File: src/rtl/sensor_sample_feeder.sv
// sensor_sample_feeder: buffers sensor samples in a FIFO and issues them to the
// anomaly detector as single-cycle pulses separated by a fixed idle gap.
module sensor_sample_feeder #(
    parameter int DATA_WIDTH = 8,
    parameter int FIFO_DEPTH = 8,
    parameter int GAP_CYCLES = 3
) (
    input  logic                            clk,
    input  logic                            reset,
    input  logic [DATA_WIDTH-1:0]           sensor_data,
    input  logic                            sensor_valid,
    output logic                            sensor_ready,
    input  logic                            enable,
    input  logic                            overflow_clr,
    output logic [DATA_WIDTH-1:0]           data_input,
    output logic                            data_valid,
    output logic [$clog2(FIFO_DEPTH):0]     fifo_count,
    output logic                            overflow,
    output logic [15:0]                     sample_count
);
    localparam int AW = $clog2(FIFO_DEPTH);
    localparam int CW = AW + 1;

    typedef enum logic {IDLE, GAP} state_t;

    state_t                state, state_nxt;
    logic [7:0]            gap_cnt, gap_nxt;
    logic [DATA_WIDTH-1:0] mem [FIFO_DEPTH];
    logic [AW-1:0]         wr_ptr, rd_ptr;
    logic                  push, pop;

    // Readiness comes from the registered count, so a full FIFO refuses even on a pop edge
    assign sensor_ready = fifo_count != CW'(FIFO_DEPTH);
    assign push         = sensor_valid && sensor_ready;
    assign pop          = state == IDLE && enable && fifo_count != '0;

    always_comb begin
        state_nxt = (state == IDLE) ? ((pop && GAP_CYCLES != 0) ? GAP : IDLE)
                                    : ((gap_cnt == 8'd1) ? IDLE : GAP);
        gap_nxt   = (state == IDLE) ? 8'(GAP_CYCLES) : gap_cnt - 8'd1;
    end

    always_ff @(posedge clk) begin
        if (push) mem[wr_ptr] <= sensor_data;
    end

    always_ff @(posedge clk or negedge reset) begin
        if (!reset) begin
            state        <= IDLE;
            gap_cnt      <= '0;
            wr_ptr       <= '0;
            rd_ptr       <= '0;
            fifo_count   <= '0;
            data_input   <= '0;
            data_valid   <= 1'b0;
            overflow     <= 1'b0;
            sample_count <= '0;
        end else begin
            state      <= state_nxt;
            gap_cnt    <= gap_nxt;
            fifo_count <= fifo_count + CW'(push) - CW'(pop);
            data_valid <= pop;
            if (push) wr_ptr <= wr_ptr + 1'b1;
            if (pop) begin
                rd_ptr       <= rd_ptr + 1'b1;
                data_input   <= mem[rd_ptr];
                sample_count <= sample_count + 16'd1;
            end
            // A drop on the same edge as a clear keeps the flag set
            overflow <= (sensor_valid && !sensor_ready) || (overflow && !overflow_clr);
        end
    end
endmodule

File: config.mk
export PLATFORM = sky130hd
export DESIGN_NAME = sensor_sample_feeder
export DESIGN_NICKNAME = d
export VERILOG_FILES = /design/src/rtl/sensor_sample_feeder.sv
export SDC_FILE = /design/constraint.sdc
export NUM_CORES = 1
export LEC_CHECK = 0
export CAP_MARGIN = 20
export CORE_MARGIN = 1.5
export CORE_UTILIZATION = 23
export CTS_CLUSTER_DIAMETER = 60
export DETAILED_ROUTE_END_ITERATION = 7
export SYNTH_ARGS = -nofsm -noshare
export SYNTH_HDL_FRONTEND = slang
export SYNTH_SLANG_ARGS = --single-unit
File: constraint.sdc
create_clock -name clk -period 3.7 [get_ports clk]
set_input_delay 0.555 -clock clk [delete_from_list [all_inputs] [get_ports clk]]
set_output_delay 0.555 -clock clk [all_outputs]
set_load 0.005 [all_outputs]
==> reports/metrics.csv, run 1 <==
stage,metric,value,unit
yosys,ys_async_sr_fraction,0.413,
finish,fillers,1994,
finish,seqCellArea,0.00305,sq mm
clocking,cts_made_buffers,9,
job,drv_cap,0,
placed_design,place_congestion,0.746,
worst_setup_path,crit_type,flop to flop,
placed_design,dp_hpwl,6010,um
worst_setup_path,rr_endpoint,fifo_count[2],
clocking,ctsResizeCount,0,
global_routing,grt_start_max_net_pins,46,
worst_setup_path,crit_path_start_kind,flop,
floorplan,dieHeight,143,um
global_routing,antenna_found_initial,0,
yosys,syn_area,0.00453,sq mm
worst_setup_path,rrSetupSlack,1.08,ns
global_routing,grt_usage,0.0955,
yosys,yosysSeqAreaShare,0.672,
worst_setup_path,path_common_cell,inv_1,
clocking,cts.sinks,109,
timing,hold_viol_final,0,
worst_setup_path,timing.rr.start,fifo_count[2],
yosys,ys_types,38,
finish,areaGrowthSynthToFinish,23.7,%
detailed_routing,num_vias,2587,
placed_design,place_worst_setup_slack,1.06,ns
timing,fin_tns_setup,0,ns
floorplan,coreArea,0.0194,sq mm
worst_setup_path,end_kind,flop,
timing,slew_viol_final,0,
timing,fin_ws,1.08,ns
finish,drive_gt1_frac,0.0800,
timing,max_freq,0.381,GHz
global_routing,grt_pass1_vias,2762,
worst_setup_path,reg2reg_depth,11,
finish,final_common_cell,edfxtp_1,
yosys,avgSynthCellArea,14.2,sq um
detailed_routing,first_iter_violations,115,
floorplan,die_width,143,um
clocking,clockRootBuffer,clkbuf_16,
clocking,post_cts_buffers,0,
worst_setup_path,required,3.93,ns
timing,final.min_clock_period,2.62,ns
placed_design,portBuffers,43,
detailed_routing,wl_per_cell,14.1,um
clocking,clk_pin_slew,0.07,ns
floorplan,rows,51,
yosys,synth_ff_type,edfxtp_1,
worst_setup_path,cp_max_fo,5,
yosys,synth_cells,320,
detailed_routing,vias_per_cell,4.04,
worst_setup_path,crit_path_max_incr_delay,0.48,ns
worst_setup_path,critical_path_arrival,2.85,ns
floorplan,start_util,0.234,
yosys,synth_edf_count,64,
clocking,ctsHoldBuffers,0,
global_routing,grt_overflow_total,0,
clocking,clk_latency,0.35,ns
finish,n_antenna_cell,0,
yosys,yosys_warnings,0,
clocking,cts.path.max_buffers,2,
timing,relSlewSlack,0.456,
detailed_routing,postRouteAntennaNets,0,
finish,final_cell_mix,"edfxtp_1 (64), dfrtp_1 (45), clkdlybuf4s50_1 (42), mux2i_1 (32), inv_1 (22)",
timing,worst_slew_pin_slew,0.814,ns
floorplan,ios,44,
timing,rsz0062_at_grt,false,
timing,finalSetupViolations,0,
timing,period_share,0.709,
power,p_per_area,706,mW/mm^2
power,p_leak,2.23,nW
worst_setup_path,cp_cell_sequence,"inv_1, ha_1, or3b_2, and2_1, inv_1, ha_1, inv_1, ha_1, inv_1, fa_1, xnor2_1",
floorplan,dieArea,0.0206,sq mm
status,outcome,finished clean,
detailed_routing,drc_errors,0,
detailed_routing,wirelength,9020,um
timing,finalClockSkew,0.00526,ns
clocking,cts_tree,built,
finish,multiInputGateArea,0.00136,sq mm
clocking,cts_htree_levels,3,
detailed_routing,dr.pass1.iters,4,
yosys,syn_nets,345,
hold_path,hold_path.class,input port to asynchronous set/reset pin,
power,irDropWorstVdd,0.269,mV
finish,layout.nets,395,
yosys,ys_seq_elements,109,
worst_setup_path,slowest_stage,or3b_2,
global_routing,grt_pass1_wl,14700,um
-- logic make-up after synthesis --
logic type | Yosys count | share of synthesized area
simple gates | 78 | 0.0972
compound gates | 28 | 0.0411
buf+inv | 33 | 0.0287
flops | 109 | 0.672
xor+xnor | 26 | 0.0502
mux | 34 | 0.0756
fa+ha+maj | 12 | 0.0348
-- synth_stat cells, drive strengths merged, types with 2 or more instances --
library cell,number,area [sq um]
a22oi,16,120
ha,11,138
a21o,2,15.0
xnor2,10,87.6
nand4,2,12.5
inv,22,82.6
nand3,11,55.1
nor3b,2,20.0
nor2,10,37.5
nand2,19,71.3
mux2i,32,320
o21ai,8,40.0
xor2,16,140
nand2b,3,18.8
nor4b,2,17.5
nor4,3,40.0
nor2b,3,18.8
mux2,2,22.5
edfxtp,64,1920
and2,7,43.8
nor3,8,40.0
buf,8,36.3
clkbuf,3,11.3
dfrtp,45,1130
and3,2,12.5
-- where the power goes --
group	switching (mW)	internal, mW	total (mW)
registers	0.197	1.57	1.77
logic	0.635	0.612	1.25
clock network	0.449	0.493	0.942
-- cell type report --
class | instances | share of cell area
Inverter | 22 | 0.0147
Sequential cell | 109 | 0.544
Multi-Input combinational cell | 178 | 0.243
Clock inverter | 5 | 0.00871
Clock buffer | 11 | 0.0433
Tap cell | 265 | 0.0592
Timing Repair Buffer | 50 | 0.0875
-- critical path, delay by kind of cell (launching register included) --
kind	cells	cell delay (ns)
xor gates and xnor gates	1	0.14
adders and majority gates	4	0.93
DFF	1	0.37
buffers and inverters	4	0.35
and+or+nand+nor	2	0.71
-- registers in the layout, summed over array words and instances (netlist names) --
name,cells
fifo_count,4
mem,64
state,1
rd_ptr,3
data_valid,1
gap_cnt,8
sample_count,16
data_input,8
wr_ptr,3
overflow,1
-- how the worst max path moves through the flow --
stage                          endpoint  slack, ns     startpoint
after floorplan           fifo_count[2]       1.21  fifo_count[2]
after global placement    fifo_count[1]       1.18  fifo_count[2]
after detailed placement  fifo_count[2]       1.06  fifo_count[2]
after CTS                 fifo_count[2]       1.05  fifo_count[2]
after global routing      fifo_count[3]       0.90  fifo_count[2]
final                     fifo_count[2]       1.08  fifo_count[2]
-- stage by stage --
step | hold WS, ns | cells | instance area (sq um) | util | power, mW
finish | 0.160 | 640 | 5610 | 0.289 | 3.96
global route | 0.193 | 640 | 5610 | 0.289 | 4.23
CTS | 0.455 | 639 | 5590 | 0.288 | 4.02
detailed placement | 0.467 | 623 | 5290 | 0.273 | 3.06
global placement | 0.459 | 623 | 5290 | 0.273 | 3.01
floorplan | 0.259 | 320 | 4530 | - | 2.55
-- routing by layer --
layer | wire length, um | vias to the layer above | global-route usage
li1 | - | 1246 | -
met1 | 3970 | 1274 | 0.115
met2 | 4510 | 53 | 0.161
met3 | 386 | 14 | 0.0287
met4 | 152 | 0 | 0.0338
met5 | 0 | - | 0
(Power assumes the default switching activity.)
==> run 2: changes to the inputs <==
==> constraint.sdc (replaced) <==
create_clock -name clk -period 2.3 [get_ports clk]
set_input_delay 0.345 -clock clk [delete_from_list [all_inputs] [get_ports clk]]
set_output_delay 0.345 -clock clk [all_outputs]
set_load 0.005 [all_outputs]
==> run 2 against run 1 <==
The run now ends with setup timing left. Routed wire length grew 0.92%. Core utilization rose by 0.78 points. Worst hold slack worse by 0.15 ns. Critical path type unchanged. Highest routed layer unchanged.
==> reports/metrics.csv, run 2 (synthesis gave the netlist of run 1 again) <==
stage,metric,value,unit
floorplan,ios,44,
hold_path,hold_path.class,input port to asynchronous set/reset pin,
worst_setup_path,cp_cell_sequence,"inv_2, ha_2, or3b_4, and2_4, inv_4, ha_4, inv_4, ha_4, inv_2, fa_2, inv_2",
timing,finalSetupViolations,1,
power,p_per_area,1150,mW/mm^2
floorplan,rows,51,
finish,final_common_cell,edfxtp_1,
clocking,ctsHoldBuffers,0,
worst_setup_path,rr_endpoint,fifo_count[1],
worst_setup_path,crit_family,adder cells,
worst_setup_path,reg2reg_depth,11,
floorplan,dieHeight,143,um
clocking,cts.sinks,109,
floorplan,coreArea,0.0194,sq mm
finish,multiInputGateArea,0.00141,sq mm
finish,seqCellArea,0.00305,sq mm
clocking,cts_htree_levels,3,
worst_setup_path,critical_path_arrival,2.56,ns
worst_setup_path,cp_max_fo,3,
floorplan,start_util,0.234,
timing,hold_ws,0.0110,ns
detailed_routing,first_iter_violations,209,
clocking,cts.path.max_buffers,2,
placed_design,place_inst,633,
finish,areaGrowthSynthToFinish,27.0,%
clocking,clockRootBuffer,clkbuf_16,
timing,final.min_clock_period,2.32,ns
detailed_routing,wl_per_cell,14.0,um
power,comb_power_share,0.334,
timing,finalClockSkew,0.00680,ns
timing,fin_ws,-0.0169,ns
worst_setup_path,path_common_cell,inv_2,
global_routing,grt_usage,0.0929,
power,irDropWorstVdd,0.453,mV
floorplan,die_width,143,um
timing,worst_slew_pin_slew,0.804,ns
placed_design,portBuffers,43,
worst_setup_path,required,2.54,ns
timing,slew_viol_final,0,
global_routing,grt_overflow_total,0,
detailed_routing,dr.pass1.iters,4,
global_routing,grt_start_max_net_pins,35,
power,p_seq_frac,0.428,
timing,hold_viol_final,0,
detailed_routing,wirelength,9100,um
timing,max_freq,0.432,GHz
power,power_switching_share,0.319,
timing,relSlewSlack,0.462,
worst_setup_path,crit_path_max_incr_delay,0.52,ns
worst_setup_path,end_kind,flop,
worst_setup_path,crit_end,fifo_count[1],
clocking,clk_pin_slew,0.07,ns
power,p_leak,2.29,nW
clocking,clk_latency,0.34,ns
detailed_routing,postRouteAntennaNets,0,
worst_setup_path,crit_path_start_kind,flop,
worst_setup_path,rrSetupSlack,-0.02,ns
placed_design,place_congestion,0.753,
worst_setup_path,cp.depth,11,
worst_setup_path,crit_type,flop to flop,
power,power.internal,4.50,mW
detailed_routing,drc_errors,0,
finish,fillers,1966,
timing,rsz0062_at_grt,true,
finish,drive_gt1_frac,0.145,
detailed_routing,vias_per_cell,3.94,
worst_setup_path,worstSetupStartpoint,fifo_count[2],
status,outcome,finished with violations,
worst_setup_path,timing.rr.start,fifo_count[2],
finish,top_register,mem,
detailed_routing,num_vias,2569,
clocking,cts_tree,built,
clocking,cts_made_buffers,9,
global_routing,grt_pass1_vias,2630,
global_routing,grt_pass1_wl,14500,um
finish,final_cells,652,
worst_setup_path,slowest_stage,fa_2,
worst_setup_path,crit_buf_inv,5,
placed_design,dp_hpwl,6180,um
finish,final_cell_mix,"edfxtp_1 (64), dfrtp_1 (45), clkdlybuf4s50_1 (41), mux2i_1 (32)",
finish,layout.nets,407,
finish,reg_top3,"mem x64, sample_count x16",
power,p_sw,2.11,mW
global_routing,antenna_found_initial,0,
timing,period_share,1.01,
power,clockPowerShare,0.238,
finish,largest_reg_flops,64,
job,drv_cap,0,
floorplan,dieArea,0.0206,sq mm
status,violations,setup timing,
finish,n_antenna_cell,0,
## run 2: cell count changes in the layout (fill, tap and decap cells not counted), sizes merged
cell,change
buf,+12
bufinv,+1
clkbuf,-2
clkdlybuf4s50,-1
clkinv,+2
clkinvlp,+1
dlymetal6s2s,+1
inv,-2
## run 2: cell type report
type | instances | area share
Clock inverter | 7 | 0.0139
Tap cell | 265 | 0.0576
Timing Repair Buffer | 62 | 0.0991
Inverter | 22 | 0.0152
Clock buffer | 9 | 0.0391
Multi-Input combinational cell | 178 | 0.246
Sequential cell | 109 | 0.529
## run 2: how the worst min path moves through the flow
stage	start	endpoint	slack (ns)	cells after the start
2_1_floorplan	reset	data_input[0]	0.05	0
3_3_place_gp	reset	sample_count[15]	0.39	1
3_5_place_dp	reset	sample_count[15]	0.40	1
4_1_cts	reset	sample_count[15]	0.03	1
5_1_grt	reset	sample_count[15]	0.06	1
6_report	reset	sample_count[15]	0.01	1
## run 2: worst register-to-register path: cells and delay by family, from the launching register on
| family | cells | cell delay [ns] |
|---|---|---|
| simple gates | 2 | 0.55 |
| buf+inv | 5 | 0.27 |
| flops | 1 | 0.38 |
| fa+ha+maj | 4 | 1.01 |
## run 2: power groups by stage
stage | registers, mW | clock network (mW) | logic (mW)
after floorplan | 2.83 | 0 | 1.34
after global placement | 2.86 | 0 | 2.14
after detailed placement | 2.88 | 0 | 2.19
after CTS | 2.84 | 1.62 | 2.20
after global routing | 2.90 | 1.70 | 2.46
final | 2.83 | 1.57 | 2.21
## run 2: per-stage QoR
stage               total power, mW   util  cell area (sq um)  setup TNS (ns)  setup WS, ns
finish                         6.62  0.297               5760         -0.0169       -0.0169
floorplan                      4.17      -               4600               0        0.0321
detailed placement             5.06  0.279               5420       -0.000449     -0.000449
global route                   7.05  0.297               5760          -0.122       -0.0778
global placement               5.00  0.279               5420               0        0.0323
CTS                            6.65  0.295               5720               0       0.00922
## run 2: routing by layer
| metal | global-route usage | routed length, um | up-vias |
|---|---|---|---|
| li1 | - | - | 1267 |
| met1 | 0.124 | 4210 | 1257 |
| met5 | 0 | 0 | - |
| met4 | 0.0306 | 91 | 0 |
| met2 | 0.149 | 4460 | 39 |
| met3 | 0.0210 | 344 | 6 |
## run 2: repair_timing
item | CTS | global route
setup endpoints to repair | 1 | 3
pin swaps | 0 | 4
resized for setup | 1 | 5
buffers inserted | 0 | 3
